[config.mk]
export PLATFORM = sky130hd
export DESIGN_NAME = ddr3_traffic_master
export DESIGN_NICKNAME = d
export VERILOG_FILES = /design/src/rtl/ddr3_traffic_master.sv
export SDC_FILE = /design/constraint.sdc
export NUM_CORES = 1
export LEC_CHECK = 0
export BUFFER_PORTS_ARGS = -buffer_cell sky130_fd_sc_hd__buf_2
export CELL_PAD_IN_SITES_DETAIL_PLACEMENT = 0
export CELL_PAD_IN_SITES_GLOBAL_PLACEMENT = 1
export CORE_MARGIN = 2
export CORE_UTILIZATION = 43
export CTS_CLUSTER_SIZE = 8
export DETAILED_ROUTE_END_ITERATION = 7
export GPL_TIMING_DRIVEN = 0
export PLACE_DENSITY_LB_ADDON = 0.1
export SYNTH_ARGS = -nofsm -noshare
export SYNTH_HDL_FRONTEND = slang
export SYNTH_SLANG_ARGS = --single-unit
export TNS_END_PERCENT = 5
[constraint.sdc]
create_clock -name clk -period 9.5 [get_ports clk]
set_input_delay 0.95 -clock clk [delete_from_list [all_inputs] [get_ports clk]]
set_output_delay 0.95 -clock clk [all_outputs]
set_load 0.005 [all_outputs]
[src/rtl/ddr3_traffic_master.sv]
`default_nettype none
// ============================================================================
// Module      : ddr3_traffic_master
// Description : Self-test initiator for the DDR3 controller user interface.
//               Writes NUM_WORDS words of an address-derived pattern, reads
//               them back with a bounded number of reads in flight, drains
//               the return FIFO and checks every returned address/data pair.
//               Optional watchdog enabled by defining DDR3_MASTER_TIMEOUT_EN.
// Revision    : 1.0 - initial release
// ============================================================================
module ddr3_traffic_master #(
    parameter int          NUM_WORDS       = 64,
    parameter logic [25:0] BASE_ADDR       = 26'h0,
    parameter logic [15:0] SEED            = 16'hA5C3,
    parameter logic [1:0]  SZ_VAL          = 2'b00,
    parameter logic [2:0]  OP_VAL          = 3'b000,
    parameter int          MAX_OUTSTANDING = 16,
    parameter int          TIMEOUT_CYCLES  = 4096
) (
    input  logic        clk,
    input  logic        reset,
    input  logic        start,
    input  logic        ctrl_ready,
    input  logic        notfull,
    output logic [2:0]  cmd,
    output logic [25:0] addr,
    output logic [1:0]  sz,
    output logic [2:0]  op,
    output logic [15:0] din,
    output logic        read,
    input  logic        validout,
    input  logic [25:0] raddr,
    input  logic [15:0] dout,
    output logic        busy,
    output logic        done,
    output logic        pass,
    output logic [15:0] err_count,
    output logic [25:0] first_err_addr,
    output logic        timeout
);

    localparam logic [2:0]  c_CMD_NOP   = 3'b000;
    localparam logic [2:0]  c_CMD_SCR   = 3'b001;
    localparam logic [2:0]  c_CMD_SCW   = 3'b010;
    localparam logic [12:0] c_NUM_WORDS = 13'(NUM_WORDS);
    localparam logic [5:0]  c_MAX_OUT   = 6'(MAX_OUTSTANDING);

    typedef enum logic [2:0] {
        S_IDLE     = 3'd0,
        S_WAIT_RDY = 3'd1,
        S_WRITE    = 3'd2,
        S_READ     = 3'd3,
        S_DRAIN    = 3'd4,
        S_DONE     = 3'd5
    } state_t;

    state_t      r_state;
    state_t      w_state_next;

    logic [2:0]  r_cmd;
    logic [25:0] r_addr;
    logic [15:0] r_din;
    logic        r_read;
    logic [12:0] r_wr_idx;          // SCW commands placed on the bus
    logic [12:0] r_rd_idx;          // SCR commands placed on the bus
    logic [12:0] r_ret_idx;         // valid returns consumed
    logic [5:0]  r_outstanding;     // SCR accepted but not yet returned
    logic [15:0] r_err_count;
    logic [25:0] r_first_err_addr;

    logic        w_busy;
    logic        w_start_ok;
    logic        w_accept;
    logic        w_scr_acc;
    logic        w_bus_free;
    logic        w_pop_err;
    logic        w_pop_ok;
    logic        w_mismatch;
    logic        w_wdog_fire;
    logic        w_timeout;
    logic [5:0]  w_out_next;
    logic [25:0] w_wr_addr;
    logic [25:0] w_rd_addr;
    logic [25:0] w_exp_addr;

    assign w_busy     = (r_state == S_WAIT_RDY) || (r_state == S_WRITE) ||
                        (r_state == S_READ)     || (r_state == S_DRAIN);
    assign w_start_ok = start && ((r_state == S_IDLE) || (r_state == S_DONE));

    // The controller's put is combinational on cmd & notfull.
    assign w_accept   = (r_cmd != c_CMD_NOP) && notfull;
    assign w_scr_acc  = w_accept && (r_cmd == c_CMD_SCR);
    // A new command may be loaded only when nothing un-accepted is on the bus.
    assign w_bus_free = (r_cmd == c_CMD_NOP) || notfull;

    // A pop happens in the cycle read is high; with nothing outstanding it is bogus.
    assign w_pop_err  = r_read && (r_outstanding == 6'd0);
    assign w_pop_ok   = r_read && !w_pop_err;

    // Occupancy after this cycle's accept/pop; gates issuing the next SCR.
    assign w_out_next = r_outstanding + {5'd0, w_scr_acc} - {5'd0, w_pop_ok};

    // 26-bit modulo address arithmetic.
    assign w_wr_addr  = BASE_ADDR + 26'(r_wr_idx);
    assign w_rd_addr  = BASE_ADDR + 26'(r_rd_idx);
    assign w_exp_addr = BASE_ADDR + 26'(r_ret_idx);

    assign w_mismatch = w_pop_err ||
                        (w_pop_ok && ((raddr != w_exp_addr) ||
                                      (dout != (w_exp_addr[15:0] ^ SEED))));

`ifdef DDR3_MASTER_TIMEOUT_EN
    localparam logic [15:0] c_WDOG_LAST = 16'(TIMEOUT_CYCLES - 1);

    logic [15:0] r_wdog;
    logic        r_timeout;

    assign w_wdog_fire = w_busy && !w_accept && !r_read && (r_wdog >= c_WDOG_LAST);
    assign w_timeout   = r_timeout;

    // Watchdog: restart on any accept or pop, count stalled cycles while busy.
    always_ff @(posedge clk) begin
        if (reset) begin
            r_wdog    <= 16'd0;
            r_timeout <= 1'b0;
        end else if (w_start_ok) begin
            r_wdog    <= 16'd0;
            r_timeout <= 1'b0;
        end else begin
            if (w_wdog_fire) begin
                r_timeout <= 1'b1;
            end
            if (!w_busy || w_accept || r_read) begin
                r_wdog <= 16'd0;
            end else begin
                r_wdog <= r_wdog + 16'd1;
            end
        end
    end
`else
    // No watchdog in this build: it never fires and TIMEOUT_CYCLES is inert.
    assign w_wdog_fire = (TIMEOUT_CYCLES < 0);
    assign w_timeout   = 1'b0;
`endif

    // State register.
    always_ff @(posedge clk) begin
        if (reset) begin
            r_state <= S_IDLE;
        end else begin
            r_state <= w_state_next;
        end
    end

    // Next-state logic; a watchdog expiry overrides every busy state.
    always_comb begin
        w_state_next = r_state;
        case (r_state)
            S_IDLE:     if (start) w_state_next = S_WAIT_RDY;
            S_WAIT_RDY: if (ctrl_ready) w_state_next = S_WRITE;
            S_WRITE:    if (w_accept && (r_wr_idx == c_NUM_WORDS)) w_state_next = S_READ;
            S_READ:     if (w_accept && (r_rd_idx == c_NUM_WORDS)) w_state_next = S_DRAIN;
            S_DRAIN:    if (r_ret_idx == c_NUM_WORDS) w_state_next = S_DONE;
            S_DONE:     if (start) w_state_next = S_WAIT_RDY;
            default:    w_state_next = S_IDLE;
        endcase
        if (w_wdog_fire) begin
            w_state_next = S_DONE;
        end
    end

    // Command bus: hold until accepted, then load the next SCW/SCR or NOP.
    always_ff @(posedge clk) begin
        if (reset) begin
            r_cmd    <= c_CMD_NOP;
            r_addr   <= 26'd0;
            r_din    <= 16'd0;
            r_wr_idx <= 13'd0;
            r_rd_idx <= 13'd0;
        end else if (w_start_ok) begin
            r_cmd    <= c_CMD_NOP;
            r_wr_idx <= 13'd0;
            r_rd_idx <= 13'd0;
        end else if (w_wdog_fire) begin
            r_cmd <= c_CMD_NOP;
        end else if (w_bus_free) begin
            r_cmd <= c_CMD_NOP;
            if ((r_state == S_WRITE) && (r_wr_idx != c_NUM_WORDS)) begin
                r_cmd    <= c_CMD_SCW;
                r_addr   <= w_wr_addr;
                r_din    <= w_wr_addr[15:0] ^ SEED;
                r_wr_idx <= r_wr_idx + 13'd1;
            end else if ((r_state == S_READ) && (r_rd_idx != c_NUM_WORDS) &&
                         (w_out_next < c_MAX_OUT)) begin
                r_cmd    <= c_CMD_SCR;
                r_addr   <= w_rd_addr;
                r_rd_idx <= r_rd_idx + 13'd1;
            end
        end
    end

    // Return path: pop at most every other cycle, check in order, track errors.
    always_ff @(posedge clk) begin
        if (reset) begin
            r_read           <= 1'b0;
            r_ret_idx        <= 13'd0;
            r_outstanding    <= 6'd0;
            r_err_count      <= 16'd0;
            r_first_err_addr <= 26'd0;
        end else if (w_start_ok) begin
            r_read           <= 1'b0;
            r_ret_idx        <= 13'd0;
            r_outstanding    <= 6'd0;
            r_err_count      <= 16'd0;
            r_first_err_addr <= 26'd0;
        end else begin
            r_read        <= ((r_state == S_READ) || (r_state == S_DRAIN)) &&
                             validout && !r_read && !w_wdog_fire;
            r_outstanding <= w_out_next;
            if (w_pop_ok) begin
                r_ret_idx <= r_ret_idx + 13'd1;
            end
            if (w_mismatch) begin
                if (r_err_count != 16'hFFFF) begin
                    r_err_count <= r_err_count + 16'd1;
                end
                if (r_err_count == 16'd0) begin
                    r_first_err_addr <= raddr;
                end
            end
        end
    end

    assign cmd            = r_cmd;
    assign addr           = r_addr;
    assign sz             = SZ_VAL;
    assign op             = OP_VAL;
    assign din            = r_din;
    assign read           = r_read;
    assign busy           = w_busy;
    assign done           = (r_state == S_DONE);
    assign pass           = (r_state == S_DONE) && (r_err_count == 16'd0) && !w_timeout;
    assign err_count      = r_err_count;
    assign first_err_addr = r_first_err_addr;
    assign timeout        = w_timeout;

endmodule
`default_nettype wire

## Yosys cells after proc, flatten, opt, wreduce, memory -nomap -nowiden

Cells that the tools add are included.
Widths: inputs -> output; s select.

- Bits in registers: 135
- Latch bits: 0
- Bits in writable memories: 0
- ROM bits: 0
- Output and inout bits: 97
- Logic and storage cells: 90
- Memories kept: 0

- Add/sub/neg operators: 6
- Multipliers: 0
- Div/mod/pow operators: 0
- Order comparisons: 1
- Equality and inequality tests: 19
- Shifts and indexed selects: 0
- Multiplexer cells: 10
- Bitwise gates (word level): 4
- Reduce and logical (&&, ||, !) cells: 39

Operators by type and width:

| operator | number |
|---|---|
| $mux 26 | 2 |
| $add 13x1->13 const B | 3 |
| $eq 13x7->1 const B | 3 |
| $ne 13x7->1 const B | 2 |
| $ne 26x13->1 | 1 |
| $add 16x1->16 const B | 1 |
| $logic_not 16->1 | 1 |
| $ne 16x16->1 | 1 |
| $ne 16x16->1 const B | 1 |
| $not 6->8 | 2 |
| $mux 3 | 5 |
| $pmux 3 s5 | 1 |
| $logic_and 1x1->1 | 14 |
| $reduce_and 3->1 | 3 |
| $logic_or 1x1->1 | 8 |
| $ne 2x1->1 const B | 4 |
| $add 6x1->6 | 1 |
| $eq 3x1->1 const B | 2 |
| $eq 3x2->1 const B | 2 |
| $eq 3x3->1 const B | 2 |
| $logic_not 3->1 | 2 |
| $logic_not 6->1 | 1 |
| $lt 6x5->1 const B | 1 |
| $reduce_and 2->1 | 3 |
| 10 further kinds | 13 |

## Depth between registers and ports, before layout

Gate-level depths: netlist (run 1).

- Depth in word-level cells: 9
- Depth in mapped cells: 16
- Mapped depth without buffers: 14

## Least setup slack after synthesis (run 1)

No wires, ideal clock.

- Kind: in2reg
- Start point: input port notfull
- End point: register r_addr[10] (netlist: addr[10])
- Arrival: 3.214 ns
- Slack: 6.159 ns
- Stages: 12
- Cell sequence: nand3b_1 > xnor2_1 > ha_1 > inv_1 > fa_1 > nand2b_1 > a21oi_1 > xor2_2 > o31a_4 > buf_8 > mux2i_1 > nor2_1

- Word-level cells in the longest chain between the ends: 8

Ends and longest elaborated chain:

| what | line | text |
|---|---|---|
| start: declaration | 24 | `input logic notfull,` |
| $logic_and 1x1->1 | 91 | `assign w_accept = (r_cmd != c_CMD_NOP) && notfull;` |
| $logic_and 1x1->1 | 92 | `assign w_scr_acc = w_accept && (r_cmd == c_CMD_SCR);` |
| $add 6x1->6 | 101 | `assign w_out_next = r_outstanding + {5'd0, w_scr_acc} - {5'd0, w_pop_ok};` |
| $sub 6x1->6 | 101 |  |
| $lt 6x5->1 | 194 | `(w_out_next < c_MAX_OUT)) begin` |
| $logic_and 1x1->1 | 193 | `end else if ((r_state == S_READ) && (r_rd_idx != c_NUM_WORDS) &&` |
| $reduce_bool 2->1 (no line) | - |  |
| $reduce_and 3->1 (no line) * | - |  |
| end signal: assignment | 190 | `r_addr <= w_wr_addr;` |
| end signal: assignment | 196 | `r_addr <= w_rd_addr;` |
| end: declaration | 61 | `logic [25:0] r_addr;` |

Every way passes the cells marked *; elsewhere a longest branch is shown, timed or not.
A chain may end at the register's enable or synchronous reset.

## Worst setup path in the final report (run 1)

- Start point: register r_outstanding[2]
- End point: register r_addr[3] (netlist: addr[3])

- Word-level cells in the longest chain between the ends: 9

Ends and longest elaborated chain:

| what | line | text |
|---|---|---|
| start: declaration | 67 | `logic [5:0] r_outstanding;` |
| start signal: assignment | 219 | `r_outstanding <= w_out_next;` |
| branches (longest 4 deep; another with $add 6x1->6) | - |  |
| $sub 6x1->6 * | 101 |  |
| $lt 6x5->1 * | 194 |  |
| $logic_and 1x1->1 * | 193 |  |
| $reduce_bool 2->1 (no line) * | - |  |
| $reduce_and 3->1 (no line) * | - |  |

Mark *: on every way between the ends.

==> impl_metrics.csv, run 1 <==
group,metric,value,unit
clock_network,cts_hold_buf,0,
sta,max_freq,258,MHz
floorplanning,initial_utilization,43.6,%
drt,num_vias,5881,
grt,grt_pass1_wl,28200,µm
worst_setup_path,worstSetupEndpointType,"register",
sta,relSlewSlack,54.2,%
sta,skew,0.00544,ns
worst_setup_path,crit_path_max_fanout,10,
grt,grt_pass1_vias,5582,
logic_synthesis,syn_inst,753,
grt,antenna_found_initial,1,
drt,postRouteAntennaNets,0,
drt,totalWireLength,17100,µm
clock_network,cts_resized,0,
sta,min_period,3.87,ns
sta,final_hold_viol_count,0,
hold_path,hp-class,"register to register",
worst_setup_path,start_kind,"register",
logic_synthesis,synth_async_sr_flop_share,0,%
sta,period_share,40.7,%
power,peakVddDrop,0.138,mV
logic_synthesis,synth_cell_types,63,
logic_synthesis,synth_commonest_cells,"dfxtp_1 (120), nand2_1 (99), nor2_1 (75), a21oi_1 (44), mux2i_1 (42)",
sta,setup-tns-final,0,ns
finish,layout-drive-gt1-share,22.2,%
clock_network,cts-root-buf,"clkbuf_16",
logic_synthesis,synth.area.top_cells,"dfxtp_1 (38%), mux2i_1 (6.7%), nand2_1 (5.9%)",
floorplanning,placementRows,44,
logic_synthesis,synth_top_cell_area_share,38.2,%
floorplanning,fp.dieW,125,µm
grt,grt_use_total,22.2,%
place,portBuffers,122,
grt,grt_max_degree,17,
worst_setup_path,worst_ep_required_time,9.79,ns
clock_network,cts_tree,"yes",
worst_setup_path,critical_path_class,"register to register",
logic_synthesis,yosysMostFrequentCell,"dfxtp_1",
drt,first_pass_iters,5,
logic_synthesis,syn_area,6290,µm²
grt,met3_usage,4.62,%
drt,avgViaCountPerCell,5.31,
drt,remaining_drc_errors,0,
logic_synthesis,ys_warn_count,0,
clock_network,cts_setup_buffers,0,
status,status,"finished, final reports clean",
floorplanning,io_pins,145,
logic_synthesis,synthFlopType,"dfxtp_1",
worst_setup_path,cp.arrival,4.16,ns
drt,drtIter0Drc,397,
finish,syn_to_final_growth,23.1,%
floorplanning,core_area,14400,µm²
clock_network,clock_sinks,120,
logic_synthesis,ys_ff_latch,120,
grt,grt_overflow_total,0,
grt,use_met1,29.6,%
clock_network,cts_buffer_depth,2,
power,power_density,168,nW/µm²
floorplanning,die_h,125,µm
clock_network,h-tree-depth,4,
sta,grt_setup_unrepaired,"false",
clock_network,cts_buffers,17,
sta,finalMaxSlewViolations,0,
floorplanning,dieArea,15600,µm²
finish,layout.nets,978,
place,place_area,7210,µm²
run,drv_cap,0,
drt,wl_per_cell,15.4,µm
sta,setup_violations,0,
finish,final_area,7740,µm²
logic_synthesis,synth-edff-count,0,
place,hpwlAfterDp,12900,µm
power,power,1300,µW
logic_synthesis,avgSynthCellArea,8.35,µm²
clock_network,clk_pin_slew,0.05,ns
power,p_leak,0.00330,µW
logic_synthesis,ys_seq_area_share,38.2,%
place,gp_congestion,0.840,
clock_network,worstSkewPairLatency,0.42,ns
grt,grt_use_met2,36.2,%
logic_synthesis,yosysTopAreaCell,"dfxtp_1",
sta,tightest_slew,0.688,ns
grt,busiest_layer,"met2",
==> layer usage <==
layer	part of all wire [%]	wire, µm
met1	46	7850
met5	0	0
met4	1.9	331
met2	47	7940
met3	5.6	949
==> metrics by stage <==
stage	hold WS (ns)	cells	worst slack, ns	utilization, %
6_report	0.451	1108	5.63	53.7
3_5_place_dp	0.444	1079	5.63	50.0
5_1_grt	0.475	1107	5.39	53.7
3_3_place_gp	0.442	1079	5.68	50.0
2_1_floorplan	0.451	773	6.16	-
4_1_cts	0.452	1107	5.59	53.7
==> flip-flops by register name (all words and copies together), names as in the netlist, 6 cells and up <==
name            count
addr               13
r_wr_idx           13
err_count          16
r_ret_idx          13
din                14
r_rd_idx           13
r_outstanding       6
first_err_addr     26
==> worst max-delay path, stage by stage, from the launching register on <==
cell       delay, ns
dfxtp_1         0.31
inv_1           0.08
ha_1            0.15
nand4bb_1       0.27
and2_1          0.26
clkbuf_1        0.17
xnor2_1         0.19
ha_1            0.22
inv_1           0.07
fa_1            0.39
nand2b_1        0.16
a21oi_1         0.22
xor2_2          0.53
o31a_4          0.29
buf_8           0.16
mux2i_1         0.20
nor2_1          0.06
==> worst paths after layout <==
check | start | endpoint | slack (ns) | depth (start not counted)
max | r_outstanding[2] | addr[3] | 5.63 | 16
min | din[12] | din[12] | 0.45 | 2
max reg2reg | r_outstanding[2] | addr[3] | 5.63 | 16
min reg2reg | din[12] | din[12] | 0.45 | 2
==> cells in the final DEF, fill, tap and decap left out, types with 7 or more instances in the layout <==
cell type  Yosys  final
and3_1        17     17
nor2_1        75     75
mux2i_1       42     42
nand2_1       99     99
or3_1         11     11
clkbuf_1      26     29
dfxtp_1      120    120
buf_4         23     23
xnor2_1       19     19
nand2b_1       8      8
nor3_1        17     17
nand4_1       22     22
nor4_1        18     18
conb_1         1     21
ha_1          15     15
buf_2          8    130
inv_1         28     28
clkbuf_16      0     17
xor2_1        12     12
o21ai_0       18     18
and3b_1        7      7
or4_1          7      7
nand3_1       25     25
and2_1         7      7
a21oi_1       44     44
==> power breakdown <==
group          internal, µW  leakage, µW  switching (µW)  total [µW]
Clock                   380     0.000268             218         598
Combinational          68.7      0.00206             113         182
Sequential              516     0.000967            7.74         523
Total                   964      0.00330             339        1300
==> cell type report <==
| type | count | area, µm² |
|---|---|---|
| timing repair buffer | 122 | 611 |
| antenna | 1 | 2.50 |
| clock inverter | 4 | 45.0 |
| clock buffer | 24 | 492 |
| inverter | 28 | 105 |
| multi-input combinational | 558 | 3470 |
| fill | 1425 | 6680 |
| sequential | 120 | 2400 |
| buffer | 67 | 384 |
| tap | 184 | 230 |
==> logic make-up after synthesis <==
| logic type | after synthesis | synth area share (%) |
|---|---|---|
| fa+ha+maj | 16 | 3.30 |
| flops | 120 | 38.2 |
| buf+inv | 95 | 7.78 |
| xor+xnor | 32 | 4.58 |
| other cells | 1 | 0.0596 |
| compound gates | 97 | 9.69 |
| simple gates | 344 | 28.6 |
| mux | 48 | 7.76 |
Note: power is estimated with default switching activity, not from simulation.
==> run 2: changes to the inputs <==
Settings changed: CORE_UTILIZATION 43 to 40.
Clock period 9.5 ns to 3.7 ns, I/O delays scaled along.
==> run 2 against run 1 <==
Net effect: core utilization is 1.7 points lower; combinational power grew to 2.6 times the previous value; sequential share of layout area shrank 0.76 points; via count increased by 0.27%; register-to-register slack worse by 5.3 ns; critical path type unchanged.
==> impl_metrics.csv, run 2 (synthesis results as in run 1) <==
group,metric,value,unit
place,gp_congestion,0.821,
finish,largest_reg_flops,26,
drt,first_pass_iters,4,
worst_setup_path,crit_path_max_fanout,6,
sta,tightest_slew,0.669,ns
hold_path,hp-class,"input pin to register",
place,hpwlAfterDp,13200,µm
drt,avgViaCountPerCell,5.16,
place,placed_cells,1106,
power,peakVddDrop,0.334,mV
clock_network,cts_buffers,17,
clock_network,cts_hold_buf,0,
drt,remaining_drc_errors,0,
drt,totalWireLength,17400,µm
worst_setup_path,critical_path_class,"register to register",
sta,final_hold_viol_count,0,
sta,relSlewSlack,55.4,%
floorplanning,placementRows,45,
floorplanning,io_pins,145,
sta,min_period,3.36,ns
power,pwr-share-comb,13.5,%
sta,period_share,90.7,%
finish,fin_util,52.0,%
finish,fillers,1455,
clock_network,cts_buffer_depth,2,
sta,setup_violations,0,
finish,layout-drive-gt1-share,23.5,%
sta,max_freq,298,MHz
worst_setup_path,worst_ep_required_time,3.98,ns
grt,grt_pass1_vias,5629,
grt,antenna_found_initial,2,
finish,final_area,7940,µm²
power,internal_power,2650,µW
floorplanning,core_area,15300,µm²
finish,fin_cells,1142,
finish,layout.nets,980,
place,portBuffers,122,
grt,grt_overflow_total,0,
finish,final_cell_mix,"buf_2 (130), dfxtp_1 (120), nand2_1 (99), nor2_1 (75), a21oi_1 (43)",
drt,drtIter0Drc,338,
drt,wl_per_cell,15.3,µm
sta,grt_setup_unrepaired,"false",
floorplanning,fp.dieW,129,µm
grt,grt_max_degree,17,
grt,grt_use_total,21.4,%
power,switching_share,25.8,%
worst_setup_path,start_kind,"register",
finish,syn_to_final_growth,26.2,%
sta,finalMaxSlewViolations,0,
power,power_density,449,nW/µm²
finish,layout_commonest_cell,"buf_2",
worst_setup_path,worstSetupEndpointType,"register",
power,p_leak,0.00335,µW
power,seq_power_share,37.6,%
sta,holdWs,0.213,ns
grt,grt_pass1_wl,28200,µm
floorplanning,dieArea,16700,µm²
power,p_switching,920,µW
clock_network,worstSkewPairLatency,0.41,ns
worst_setup_path,cp.arrival,3.64,ns
clock_network,clk_pin_slew,0.05,ns
run,drv_cap,0,
drt,num_vias,5897,
place,place_area,7240,µm²
clock_network,h-tree-depth,4,
clock_network,clock_sinks,120,
clock_network,cts-root-buf,"clkbuf_16",
floorplanning,die_h,129,µm
clock_network,cts_tree,"yes",
status,status,"finished, final reports clean",
sta,setup-tns-final,0,ns
power,clkPwrFrac,48.9,%
drt,postRouteAntennaNets,0,
sta,skew,0.00628,ns
floorplanning,initial_utilization,41.2,%
## run 2: cell count changes in the layout (fill, tap and decap cells not counted), moves of 2 or more
cell,delta
buf_4,+2
clkbuf_1,-4
clkbuf_8,-3
bufinv_16,+3
clkinvlp_4,+5
## run 2: routing by layer
metal  vias to the layer above  wire length, µm  GRT usage, %
li1                       2913                -             -
met1                      2805             7950          27.9
met2                       155             8290          35.5
met3                        24              878          4.79
met4                         0              331          6.52
met5                         -                0             0
## run 2: through the flow
| step | power, µW | worst slack (ns) |
|---|---|---|
| finish | 3570 | 0.343 |
| global route | 3720 | 0.0797 |
| detailed placement | 1840 | -0.188 |
| CTS | 3590 | 0.0421 |
| floorplan | 1680 | 0.388 |
| global placement | 1830 | -0.139 |
## run 2: repair_timing
action                                 CTS  global route
cloned                                   0             0
pin swaps                                1             4
gates resized for setup                  3             5
endpoints found under the hold margin    0             0
setup endpoints to repair               14            26
setup buffers                            1             2
## run 2: power by group through the flow
stage | combinational (µW) | sequential [µW] | clock [µW]
2_1_floorplan | 308 | 1370 | 0
3_3_place_gp | 462 | 1370 | 0
3_5_place_dp | 466 | 1370 | 0
4_1_cts | 469 | 1340 | 1770
5_1_grt | 541 | 1350 | 1830
6_report | 481 | 1340 | 1740
## run 2: final cells by class
class | instances | area, µm² | area share [%]
Multi-Input combinational cell | 558 | 3510 | 44.3
Sequential cell | 120 | 2400 | 30.3
Timing Repair Buffer | 125 | 646 | 8.13
Clock buffer | 19 | 443 | 5.58
Buffer | 66 | 382 | 4.81
Tap cell | 211 | 264 | 3.33
Clock inverter | 13 | 178 | 2.24
Inverter | 28 | 105 | 1.32
Antenna cell | 2 | 5.00 | 0.0630
## run 2: worst paths after layout
| kind | from | to | slack (ns) | depth (start not counted) |
|---|---|---|---|---|
| worst max-delay path | r_outstanding[2] | r_rd_idx[1] | 0.34 | 15 |
| worst min register to register | din[11] | din[11] | 0.45 | 2 |
| worst min-delay path | raddr[14] | first_err_addr[14] | 0.21 | 3 |
| worst max register to register | r_outstanding[2] | r_rd_idx[1] | 0.34 | 15 |
## run 2: worst max-delay path, cell delays in order (launching register included)
cell and delay, ns:
dfxtp_1 0.31, inv_1 0.07, ha_1 0.20, nand4bb_4 0.17
and2_1 0.28, xnor2_1 0.19, ha_2 0.22, inv_1 0.06
fa_1 0.39, nand2b_1 0.20, a21oi_4 0.19, xor2_4 0.14
buf_4 0.16, nor3_4 0.31, mux2i_1 0.26, nor2_1 0.06
==> run 3: changes to the inputs <==
Settings changed: CORE_MARGIN 2 to 1.5, TNS_END_PERCENT 5 to 20.
==> run 3 against run 2 <==
Net effect: combinational power down 1%; cell count down 0.44%; core utilization down 0.72 points; sequential share of layout area up 0.43 points; count of clock-buffer cells in the layout up 5; wire length up 0.76%; cell area down 1.4%; first-iteration DRC count up 1.8%; fmax down 2.0%; via count up 0.29%; sequential power about the same.
==> impl_metrics.csv, run 3 (synthesis results as in run 1) <==
group,metric,value,unit
sta,max_freq,292,MHz
floorplanning,dieArea,16500,µm²
finish,largest_reg_flops,26,
drt,first_pass_iters,4,
floorplanning,die_h,128,µm
finish,final_cell_mix,"buf_2 (130), dfxtp_1 (120), nand2_1 (99), nor2_1 (75), a21oi_1 (43)",
sta,finalWorstSetupSlack,0.275,ns
grt,grt_pass1_vias,5568,
place,portBuffers,122,
power,p_leak,0.00331,µW
worst_setup_path,cpMostUsedCell,"inv_1",
drt,totalWireLength,17600,µm
drt,wl_per_cell,15.5,µm
clock_network,cts_buffer_depth,2,
power,power_density,423,nW/µm²
place,pre_cts_slack,-0.224,ns
power,power,3310,µW
drt,remaining_drc_errors,0,
drt,drtIter0Drc,344,
floorplanning,core_area,15300,µm²
floorplanning,initial_utilization,41.2,%
finish,layout.nets,980,
finish,layout-drive-gt1-share,23.1,%
grt,antenna_found_initial,1,
floorplanning,fp.dieW,128,µm
drt,avgViaCountPerCell,5.20,
worst_setup_path,cp_top_family,"adder cells",
clock_network,h-tree-depth,4,
grt,grt_overflow_total,0,
worst_setup_path,start_kind,"register",
clock_network,cts_tree,"yes",
sta,tightest_slew,0.708,ns
finish,fillers,1528,
drt,num_vias,5914,
power,peakVddDrop,0.341,mV
worst_setup_path,max_stage_delay,0.38,ns
finish,syn_to_final_growth,24.5,%
finish,layout_commonest_cell,"buf_2",
grt,grt_pass1_wl,28400,µm
sta,grt_setup_unrepaired,"false",
sta,skew,0.00597,ns
worst_setup_path,critPathBufInv,3,
clock_network,cts-root-buf,"clkbuf_16",
drt,postRouteAntennaNets,0,
status,status,"finished, final reports clean",
finish,regArea,2400,µm²
run,drv_cap,0,
worst_setup_path,crit_path_max_fanout,10,
clock_network,worstSkewPairLatency,0.42,ns
sta,period_share,92.6,%
sta,setup_violations,0,
clock_network,cts_buffers,17,
place,gp_congestion,0.836,
sta,finalMaxSlewViolations,0,
sta,final_hold_viol_count,0,
clock_network,clk_pin_slew,0.06,ns
grt,grt_use_total,22.0,%
worst_setup_path,cp.arrival,3.72,ns
grt,grt_max_degree,17,
worst_setup_path,worstSetupEndpointType,"register",
finish,multi_input_comb_area,3520,µm²
floorplanning,placementRows,45,
worst_setup_path,critical_path_class,"register to register",
sta,relSlewSlack,52.8,%
sta,min_period,3.42,ns
clock_network,clock_sinks,120,
sta,setup-tns-final,0,ns
place,hpwlAfterDp,13300,µm
worst_setup_path,cp_slowest_cell,"fa_1",
floorplanning,io_pins,145,
worst_setup_path,crit_chain,"inv_1, ha_1, nand4bb_4, and2_1, xnor2_1, ha_2, inv_1, fa_1, nand2b_1, a21oi_4, xor2_4, o31a_4, buf_8, mux2i_1, nor2_1",
hold_path,hp-class,"input pin to register",
worst_setup_path,worst_ep_required_time,4.00,ns
==> run 3: metal layers <==
| layer | routed length [µm] | vias up | share of wire (%) | global-route usage (%) |
|---|---|---|---|---|
| met1 | 8160 | 2806 | 46 | 28.6 |
| met5 | 0 | - | 0 | 0 |
| met2 | 8210 | 167 | 47 | 36.1 |
| li1 | - | 2911 | - | - |
| met3 | 828 | 30 | 4.7 | 4.95 |
| met4 | 384 | 0 | 2.2 | 8.00 |
==> run 3: path summary, 6_finish.rpt <==
kind	start	end	slack [ns]	cells after the start
worst min register to register	din[11]	din[11]	0.45	2
worst max register to register	r_outstanding[2]	addr[4]	0.28	15
worst max-delay path	r_outstanding[2]	addr[4]	0.28	15
worst min-delay path	raddr[20]	first_err_addr[20]	0.21	3
==> run 3: final cells by class <==
| type | count | share of cell area (%) |
|---|---|---|
| buffer | 66 | 4.87 |
| inverter | 28 | 1.34 |
| antenna | 1 | 0.0320 |
| timing repair buffer | 125 | 8.09 |
| tap | 211 | 3.37 |
| clock buffer | 24 | 6.41 |
| multi-input combinational | 558 | 44.9 |
| sequential | 120 | 30.7 |
| clock inverter | 4 | 0.256 |
==> run 3: where the power goes <==
group	switching (µW)	internal (µW)	leakage [µW]
Sequential	20.1	1320	0.000967
Clock	565	922	0.000263
Combinational	295	181	0.00208
==> run 3: what timing repair did <==
action | in CTS | in global routing
gates resized for setup | 3 | 6
hold buffers | 0 | 0
setup endpoints to repair | 17 | 23
pin swaps | 0 | 4
buffers inserted | 2 | 1
==> run 3: per-stage QoR <==
stage	cell area, µm²	hold slack, ns	util, %	cells
6_report	7830	0.210	51.3	1137
5_1_grt	7830	0.208	51.3	1137
4_1_cts	7800	0.194	51.1	1136
3_5_place_dp	7240	0.448	47.4	1106
3_3_place_gp	7240	0.440	47.4	1106
2_1_floorplan	6360	0.451	-	773
==> run 3: worst min-delay path: stages <==
cell and delay [ns]:
buf_2 0.10, nand2_1 0.05, mux2i_1 0.06
